[config.mk]
export PLATFORM = sky130hd
export DESIGN_NAME = pipe_hazard_ctrl
export DESIGN_NICKNAME = d
export VERILOG_FILES = /design/src/rtl/pipe_hazard_pkg.sv /design/src/rtl/pipe_hazard_perf.sv /design/src/rtl/pipe_hazard_ctrl.sv
export SDC_FILE = /design/constraint.sdc
export NUM_CORES = 1
export LEC_CHECK = 0
export ABC_AREA = 1
export CAP_MARGIN = 20
export CORE_MARGIN = 2
export CORE_UTILIZATION = 40
export DETAILED_ROUTE_END_ITERATION = 6
export GPL_TIMING_DRIVEN = 0
export PLACE_DENSITY = 0.78
export SYNTH_ARGS = -nofsm -noshare
export SYNTH_HDL_FRONTEND = slang
export SYNTH_SLANG_ARGS = --single-unit
[constraint.sdc]
create_clock -name clk -period 3.2 [get_ports clk]
set_clock_uncertainty 0.05 [all_clocks]
set_input_delay 0.8 -clock clk [delete_from_list [all_inputs] [get_ports clk]]
set_output_delay 0.8 -clock clk [all_outputs]
set_load 0.05 [all_outputs]
[src/rtl/pipe_hazard_pkg.sv]
// Shared definitions for the pipeline hazard controller: FSM encoding,
// default widths and limits, and the source-operand match helper.
package pipe_hazard_pkg;

    localparam int XLEN_DEF        = 64;
    localparam int REGADDR_W       = 5;
    localparam int CNT_W_DEF       = 32;
    localparam int MEM_TIMEOUT_DEF = 255;

    typedef enum logic [1:0] {
        IDLE     = 2'd0,
        MC_BUSY  = 2'd1,
        MEM_WAIT = 2'd2
    } hz_state_e;

    // True when an ID source operand that is actually read matches an EX rd.
    function automatic logic src_hit(input logic used,
                                     input logic [REGADDR_W-1:0] rs,
                                     input logic [REGADDR_W-1:0] rd);
        return used && (rs == rd);
    endfunction

endpackage

[src/rtl/pipe_hazard_perf.sv]
// Saturating performance counters: stalled cycles and redirect events.
module pipe_hazard_perf
    import pipe_hazard_pkg::*;
#(
    parameter int CNT_W = CNT_W_DEF
) (
    input  logic             clk,
    input  logic             rst,
    input  logic             inc_stall_i,
    input  logic             inc_flush_i,
    output logic [CNT_W-1:0] stall_cycles_o,
    output logic [CNT_W-1:0] flush_count_o
);

    logic [CNT_W-1:0] stall_cnt_q, stall_cnt_d;
    logic [CNT_W-1:0] flush_cnt_q, flush_cnt_d;

    // Next-count: bump on event unless already pinned at all-ones.
    always_comb begin
        stall_cnt_d = stall_cnt_q;
        flush_cnt_d = flush_cnt_q;
        if (inc_stall_i && !(&stall_cnt_q)) stall_cnt_d = stall_cnt_q + CNT_W'(1);
        if (inc_flush_i && !(&flush_cnt_q)) flush_cnt_d = flush_cnt_q + CNT_W'(1);
    end

    // Counter registers, cleared by synchronous reset.
    always_ff @(posedge clk) begin
        if (rst) begin
            stall_cnt_q <= '0;
            flush_cnt_q <= '0;
        end else begin
            stall_cnt_q <= stall_cnt_d;
            flush_cnt_q <= flush_cnt_d;
        end
    end

    assign stall_cycles_o = stall_cnt_q;
    assign flush_count_o  = flush_cnt_q;

endmodule

[src/rtl/pipe_hazard_ctrl.sv]
// Central stall/flush/redirect controller for the 5-stage pipeline.
// Conditions are prioritised trap > memory wait > multi-cycle > branch >
// load-use so that no register ever sees stall and flush together.
module pipe_hazard_ctrl
    import pipe_hazard_pkg::*;
#(
    parameter int XLEN        = XLEN_DEF,
    parameter int MEM_TIMEOUT = MEM_TIMEOUT_DEF,
    parameter int CNT_W       = CNT_W_DEF
) (
    input  logic                 clk,
    input  logic                 rst,
    input  logic [REGADDR_W-1:0] id_rs1_addr,
    input  logic [REGADDR_W-1:0] id_rs2_addr,
    input  logic                 id_rs1_used,
    input  logic                 id_rs2_used,
    input  logic                 ex_load_flag,
    input  logic                 ex_rd_ena,
    input  logic [REGADDR_W-1:0] ex_rd_addr,
    input  logic                 ex_mc_start,
    input  logic                 ex_mc_done,
    input  logic                 ex_br_taken,
    input  logic [XLEN-1:0]      ex_br_target,
    input  logic                 ls_req,
    input  logic                 ls_ack,
    input  logic                 ls_trap,
    input  logic [XLEN-1:0]      ls_trap_target,
    output logic                 pc_stall,
    output logic                 ifid_stall,
    output logic                 ifid_flush,
    output logic                 idex_stall,
    output logic                 idex_flush,
    output logic                 exls_stall,
    output logic                 exls_flush,
    output logic                 redirect_valid,
    output logic [XLEN-1:0]      redirect_pc,
    output logic                 bus_err,
    output logic [CNT_W-1:0]     stall_cycles,
    output logic [CNT_W-1:0]     flush_count
);

    localparam int TMO_W = $clog2(MEM_TIMEOUT + 1);
    localparam logic [TMO_W-1:0] TMO_LAST = TMO_W'(MEM_TIMEOUT - 1);

    hz_state_e        state_q, state_d;
    logic [TMO_W-1:0] tmo_q, tmo_d;
    logic             redir_vld_q, redir_vld_d;
    logic [XLEN-1:0]  redir_pc_q, redir_pc_d;
    logic             bus_err_q, bus_err_d;

    logic mem_wait, mc_hold, load_use;

    // Next state, timeout count and registered redirect/bus_err request.
    always_comb begin
        state_d   = state_q;
        tmo_d     = '0;
        bus_err_d = 1'b0;
        unique case (state_q)
            IDLE: begin
                if (ls_trap)               state_d = IDLE;
                else if (ls_req && !ls_ack) state_d = MEM_WAIT;
                else if (ex_mc_start)      state_d = MC_BUSY;
            end
            MC_BUSY: begin
                if (ex_mc_done || ls_trap) state_d = IDLE;
            end
            MEM_WAIT: begin
                if (ls_ack || ls_trap) begin
                    state_d = IDLE;
                end else if (tmo_q == TMO_LAST) begin
                    state_d   = IDLE;
                    bus_err_d = 1'b1;
                end else begin
                    tmo_d = tmo_q + TMO_W'(1);
                end
            end
            default: state_d = IDLE;
        endcase
    end

    // Prioritised stall/flush decode; also selects the redirect source.
    always_comb begin
        pc_stall    = 1'b0;
        ifid_stall  = 1'b0;
        ifid_flush  = 1'b0;
        idex_stall  = 1'b0;
        idex_flush  = 1'b0;
        exls_stall  = 1'b0;
        exls_flush  = 1'b0;
        redir_vld_d = 1'b0;
        redir_pc_d  = redir_pc_q;

        mem_wait = (state_q == MEM_WAIT) || (state_q == IDLE && ls_req && !ls_ack);
        mc_hold  = (state_q == MC_BUSY)  || (state_q == IDLE && ex_mc_start);
        load_use = ex_load_flag && ex_rd_ena && (ex_rd_addr != '0) &&
                   (src_hit(id_rs1_used, id_rs1_addr, ex_rd_addr) ||
                    src_hit(id_rs2_used, id_rs2_addr, ex_rd_addr));

        if (rst) begin
            redir_vld_d = 1'b0;
        end else if (ls_trap) begin
            ifid_flush  = 1'b1;
            idex_flush  = 1'b1;
            exls_flush  = 1'b1;
            redir_vld_d = 1'b1;
            redir_pc_d  = ls_trap_target;
        end else if (mem_wait) begin
            pc_stall   = 1'b1;
            ifid_stall = 1'b1;
            idex_stall = 1'b1;
            exls_stall = 1'b1;
        end else if (mc_hold) begin
            pc_stall   = 1'b1;
            ifid_stall = 1'b1;
            idex_stall = 1'b1;
            exls_flush = 1'b1;
        end else if (ex_br_taken) begin
            ifid_flush  = 1'b1;
            idex_flush  = 1'b1;
            redir_vld_d = 1'b1;
            redir_pc_d  = ex_br_target;
        end else if (load_use) begin
            // The load moves to LS next cycle, so a single bubble suffices.
            pc_stall   = 1'b1;
            ifid_stall = 1'b1;
            idex_flush = 1'b1;
        end
    end

    // State, timeout counter and registered outputs.
    always_ff @(posedge clk) begin
        if (rst) begin
            state_q     <= IDLE;
            tmo_q       <= '0;
            redir_vld_q <= 1'b0;
            redir_pc_q  <= '0;
            bus_err_q   <= 1'b0;
        end else begin
            state_q     <= state_d;
            tmo_q       <= tmo_d;
            redir_vld_q <= redir_vld_d;
            redir_pc_q  <= redir_pc_d;
            bus_err_q   <= bus_err_d;
        end
    end

    assign redirect_valid = redir_vld_q;
    assign redirect_pc    = redir_pc_q;
    assign bus_err        = bus_err_q;

    pipe_hazard_perf #(.CNT_W(CNT_W)) u_perf (
        .clk            (clk),
        .rst            (rst),
        .inc_stall_i    (pc_stall),
        .inc_flush_i    (redir_vld_d),
        .stall_cycles_o (stall_cycles),
        .flush_count_o  (flush_count)
    );

endmodule
# Word-level counts from Yosys, hierarchy flattened
# Index checks and enable logic that the tools add are counted.
classes:
  reduce_logical: 28
  mux: 38
  magnitude_cmp: 0
  shifts: 0
  n_bitwise: 1
  eq_ne: 10
  n_addsub: 3
  mul: 0
  div_mod_pow: 0
op_table:
  columns: ["operator", "n"]
  rows:
  - ["$mux 64", 4]
  - ["$add 32x1->32 const B", 2]
  - ["$reduce_and 32->1", 2]
  - ["$mux 1", 27]
  - ["$mux 2", 6]
  - ["$logic_and 1x1->1", 11]
  - ["$eq 5x5->1", 2]
  - ["$add 8x1->8 const B", 1]
  - ["$eq 8x8->1 const B", 1]
  - ["$ne 2x2->1 const B", 3]
  - ["$pmux 2 s3", 1]
  - ["$reduce_and 3->1", 2]
  - ["$logic_or 1x1->1", 5]
  - ["$reduce_bool 5->1", 1]
  - ["$ne 4x4->1 const B", 1]
  - ["$reduce_or 4->1", 1]
  - ["$logic_not 1->1", 3]
  - ["$ne 3x3->1 const B", 1]
  - ["$reduce_or 3->1", 1]
  - ["$eq 2x1->1 const B", 1]
  - ["$eq 2x2->1 const B", 1]
  - ["$logic_not 2->1", 1]
  - ["$reduce_bool 2->1", 1]
  - ["$not 1->1", 1]
word_totals:
  mem_count: 0
  latchBits: 0
  out_inout_bits: 137
  inputBits: 155
  wordCells: 87
  register_bits: 140
  mem_bits_ro: 0
  mem_bits_rw: 0

# Depth between registers and ports, before layout
depth:
  word_depth: 11
  mapped_depth: 13
  mapped_depth_nobuf: 12

# By module
# Synthesis repeated with hierarchy kept, for this count alone.
unflattened:
  cells_unflattened: 1452
  hier_area_um2: 8563.2
by_module_without_submodules:
  columns: ["module", "seq_area_each_um2", "area_per_inst_um2", "n_inst", "cells_per_inst"]
  rows:
  - ["pipe_hazard_ctrl", 1521.5, 4494.3, 1, 778]
  - ["pipe_hazard_perf", 1281.2, 4068.9, 1, 674]

# Least setup slack after synthesis
# OpenSTA, ideal clock, no wires.
synth_timing:
  kind: "input to output"
  startpoint: "in ls_trap"
  endpoint: "out exls_stall"
  required_ns: 2.350
  slack_ns: -0.101
  n_path_buf: 3
  stages: 4
  t_arrival_ns: 2.451
  cell_sequence: "buf_2 > buf_2 > buf_2 > nor3_1"
synth_via:
  elab_chain_len: 2
synth_lines:
  columns: ["element", "line", "text"]
  rows:
  - ["from (decl)", "pipe_hazard_ctrl.sv:26", "input logic ls_trap,"]
  - ["$mux 1", "pipe_hazard_ctrl.sv:101", "end else if (ls_trap) begin"]
  - ["$mux 1", "pipe_hazard_ctrl.sv:99", "if (rst) begin"]
  - ["to (decl)", "pipe_hazard_ctrl.sv:33", "output logic exls_stall,"]
# No other way between the ends.

# Final worst setup path
layout_timing:
  startpoint: "in ex_rd_addr[3]"
  endpoint: "out pc_stall"
layout_via:
  elab_chain_len: 10
  word_cells_on_any_way: 14
  classes_between: "2 x eq/ne; 6 x mux; 6 x reduce/logical"
layout_lines:
  columns: ["element", "line", "text"]
  rows:
  - ["from (decl)", "pipe_hazard_ctrl.sv:19", "input logic [REGADDR_W-1:0] ex_rd_addr,"]
  - ["$eq 5x5->1", "pipe_hazard_pkg.sv:20", "return used && (rs == rd);"]
  - ["$logic_and 1x1->1", "pipe_hazard_pkg.sv:20", null]
  - ["$logic_or 1x1->1", "pipe_hazard_ctrl.sv:96", "(src_hit(id_rs1_used, id_rs1_addr, ex_rd_addr) ||"]
  - ["$logic_and 1x1->1 *", "pipe_hazard_ctrl.sv:95", "load_use = ex_load_flag && ex_rd_ena && (ex_rd_addr != '0) &&"]
  - ["$mux 1 *", "pipe_hazard_ctrl.sv:122", "end else if (load_use) begin"]
  - ["$mux 1 *", "pipe_hazard_ctrl.sv:117", "end else if (ex_br_taken) begin"]
  - ["$mux 1 *", "pipe_hazard_ctrl.sv:112", "end else if (mc_hold) begin"]
  - ["$mux 1 *", "pipe_hazard_ctrl.sv:107", "end else if (mem_wait) begin"]
  - ["$mux 1 *", "pipe_hazard_ctrl.sv:101", null]
  - ["$mux 1 *", "pipe_hazard_ctrl.sv:99", null]
  - ["to (decl)", "pipe_hazard_ctrl.sv:28", "output logic pc_stall,"]
# Every way passes the cells marked *; elsewhere a longest branch is shown, timed or not.

==> out/summary.txt <==
sw frac: 30.3%
initial antenna violation count: 0
Routed wire per std cell: 15.9 microns
first-pass GRT wire length: 40700 microns
Synth Net Count: 1223
warnings from Yosys: 0
largest area contributor in the netlist: dfxtp_1
Final Max Tran Viols: 0
CP Cell Sequence: clkdlybuf4s50_1 > inv_2 > nand2_1 > nand2_1 > nor2_1 > nand3_1 > nand2_2 > nand2_4 > nand2_4 > and2_4 > buf_4 > buf_8
drt drc: 0
synthesized area per cell: 7.07 sq um
Final min period: 3.20 ns
status: finished, final reports clean
met2 routed WL: 12500 microns
gpl congestion: 0.921
Nets: 1535
clock slew at reported path FFs: 0.06 ns
placed cells: 1587
Placed Area: 10700 sq um
Critical R2R Capture: u_perf.stall_cycles_o[24]
setup repair after global routing missed its margin: true
CP max stage delay: 0.49 ns
Post-Syn Area: 7520 sq um
Stages on worst setup path: 12
clk sinks: 140
metal3 WL: 1620 microns
die height: 141 microns
TritonCTS clock tree: built
Pint: 3.29 mW
post-synthesis async set-or-reset flop share: 0%
P_leak: 4.49 nW
Die W: 141 microns
Crit path max-delay family: buffers and inverters
Port-buffer cells: 289
M1 WL: 10600 microns
area grow syn2layout: 52.2%
largest net degree at the start of global routing: 17
clock network power share: 40.8%
1st-pass router iterations: 5
Routed Antenna Nets: 0
R2R Setup Slk: 0.87 ns
Critical Path AT: 2.35 ns
top sig layer: met4
power per cell area: 412 nW/um^2
# fillers: 1692
Cell variety after synth: 35
CP max FO: 4
Die Area: 19900 sq um
Max-slew headroom: 48.5%
DP HPWL: 20300 microns
min-delay src: redirect_pc[12]
Hold Path Sink: redirect_pc[12]
Post-synth EDFFs: 0
Clock Path Buffers: 2
Crit Path Category: primary input to output port
vias: 8253
CTS H-tree depth: 4
Worst Reg-to-Reg Cells: 10
total power: 4.72 mW
Slew @ Worst Pin: 0.773 ns
Comb power frac: 20.0%
Initial Util: 40.5%
gate count of the mapped netlist: 1064
Cell Count, Final, Fillers Out: 1622
Synth top area share: 37.3%
WP buf/inv: 4
fin crit share: 99.9%
Synth area leaders: dfxtp_1 37%, nand2_1 17%, mux2i_1 8.5%, nor2_1 5.2%, o21ai_0 4.4%
clock buffer count from CTS: 17
global-route usage over all layers: 25.7%
num rows: 50
top_reg_cell synth: dfxtp_1
Hold Crit Class: flip-flop to flip-flop
FF+latch count, synth: 140
switching pwr: 1.43 mW
vias in the first global route: 7947
hold path depth: 2
Setup crit end kind: output port
Worst EP required: 2.35 ns
maximum vdd drop: 0.340 mV
io pins: 292
CP max stage cell: clkdlybuf4s50_1
share of cells above drive strength 1: 8.14%
worst r2r src: u_perf.stall_cycles_o[0]
CP startpoint kind: primary input
final setup TNS: 0 ns
core area: 18600 sq um
highest clock rate: 0.313 GHz
grt total ovfl: 0
diode count: 0
Seq pwr share: 39.3%
design area: 11400 sq um
final setup violation count: 0
DRT iter0 DRCs: 524
Clk Tree Root Cell: clkbuf_16
WL final: 25800 microns
drt via density: 5.09
sequential share of the synthesized area: 37.3%
Clock Latency Late Sink: 0.42 ns
Max Cap Viol: 0
final hold violation count: 0
## logic make-up (layout without fill, tap and decap cells)
kind of cell,after synthesis,after routing,synth area share (%)
compound gates,134,134,9.53
xor+xnor,42,42,4.89
fa+ha+maj,4,4,0.665
buf+inv,108,432,6.39
flops,140,140,37.3
mux,64,64,8.52
simple gates,572,572,32.7
## registers in the layout, summed over array words and instances, names as in the netlist
| register | flops |
|---|---|
| u_perf.stall_cycles_o | 32 |
| redirect_pc | 64 |
| tmo_q | 8 |
| u_perf.flush_count_o | 32 |
| bus_err | 1 |
| redirect_valid | 1 |
| state_q | 2 |
## synthesized netlist by cell type, drive strengths merged, types with 2 or more instances
master,count
nor2,111
clkbuf,25
a21oi,63
nor3,21
dfxtp,140
nand3,26
inv,58
xor2,28
ha,4
nand3b,15
xnor2,14
buf,25
nor4,2
nand4,43
o21ai,68
mux2i,64
nand2,352
## layout make-up
cell class	instances	area, sq um	share of cell area, %
clock inverter	14	138	1.20
inverter	58	220	1.92
clock buffer	17	425	3.72
tap	234	293	2.56
buffer	48	284	2.48
timing repair buffer	295	2970	25.9
multi-input combinational	816	4320	37.7
sequential	140	2800	24.5
## placed cells by master (no fill, tap or decap), types with 2 or more instances in the layout
| cell type | count |
|---|---|
| clkbuf_1 | 21 |
| buf_12 | 2 |
| a21oi_1 | 55 |
| o21ai_0 | 66 |
| nand3_1 | 22 |
| buf_2 | 16 |
| buf_6 | 7 |
| nor3_1 | 19 |
| nor2_1 | 105 |
| a21oi_2 | 8 |
| dlygate4sd2_1 | 3 |
| nor3_2 | 2 |
| buf_4 | 7 |
| xor2_1 | 28 |
| nor2_2 | 4 |
| nand2_2 | 9 |
| nand3b_1 | 15 |
| dlymetal6s2s_1 | 5 |
| inv_1 | 53 |
| nor2_4 | 2 |
| xnor2_1 | 14 |
| ha_1 | 4 |
| mux2i_1 | 64 |
| inv_2 | 4 |
| clkbuf_2 | 2 |
| clkbuf_16 | 18 |
| nand4_1 | 42 |
| inv_6 | 4 |
| nor4_1 | 2 |
| clkdlybuf4s50_1 | 276 |
| nand2_4 | 4 |
| clkinv_4 | 3 |
| clkinvlp_4 | 4 |
| nand3_2 | 3 |
| nand2_1 | 338 |
| dfxtp_1 | 140 |
## worst min-delay path: stages (launching register included)
cell and delay, ns:
dfxtp_1 0.33, nand2_1 0.05, o21ai_0 0.05
## routing by layer
metal	global-route usage (%)	up-vias
met4	12.8	0
met3	5.71	62
met5	0	-
met1	30.9	3775
li1	-	4115
met2	43.4	301
## power groups by stage
stage	clock network (mW)	registers, mW	logic [mW]
global placement	0	1.89	0.910
finish	1.92	1.86	0.943
CTS	1.95	1.85	0.945
global route	2.02	1.86	0.994
floorplan	0	2.13	0.247
detailed placement	0	1.89	0.919
## timing repair
action	CTS	global route
resized for setup	55	14
pin swaps	5	2
buffers inserted	6	0
hold buffers	0	0
setup endpoints to repair	7	6
## through the flow
stage | util [%] | setup slack, ns | hold slack [ns]
6_report | 61.6 | 0.00227 | 0.409
5_1_grt | 61.6 | -0.0870 | 0.432
4_1_cts | 61.5 | -0.0858 | 0.410
3_5_place_dp | 57.7 | -1.34 | 0.394
3_3_place_gp | 57.7 | -1.28 | 0.387
2_1_floorplan | - | 0.0792 | 0.380
## worst max-delay path by stage
stage / startpoint / to / slack, ns
global placement: ls_req / pc_stall / -1.28
finish: ex_rd_addr[3] / pc_stall / 0.002
CTS: ls_req / pc_stall / -0.09
detailed placement: ls_req / pc_stall / -1.34
global route: ex_rd_addr[3] / pc_stall / -0.09
floorplan: ls_req / pc_stall / 0.08
No activity file was read; power rests on OpenSTA's default activity.
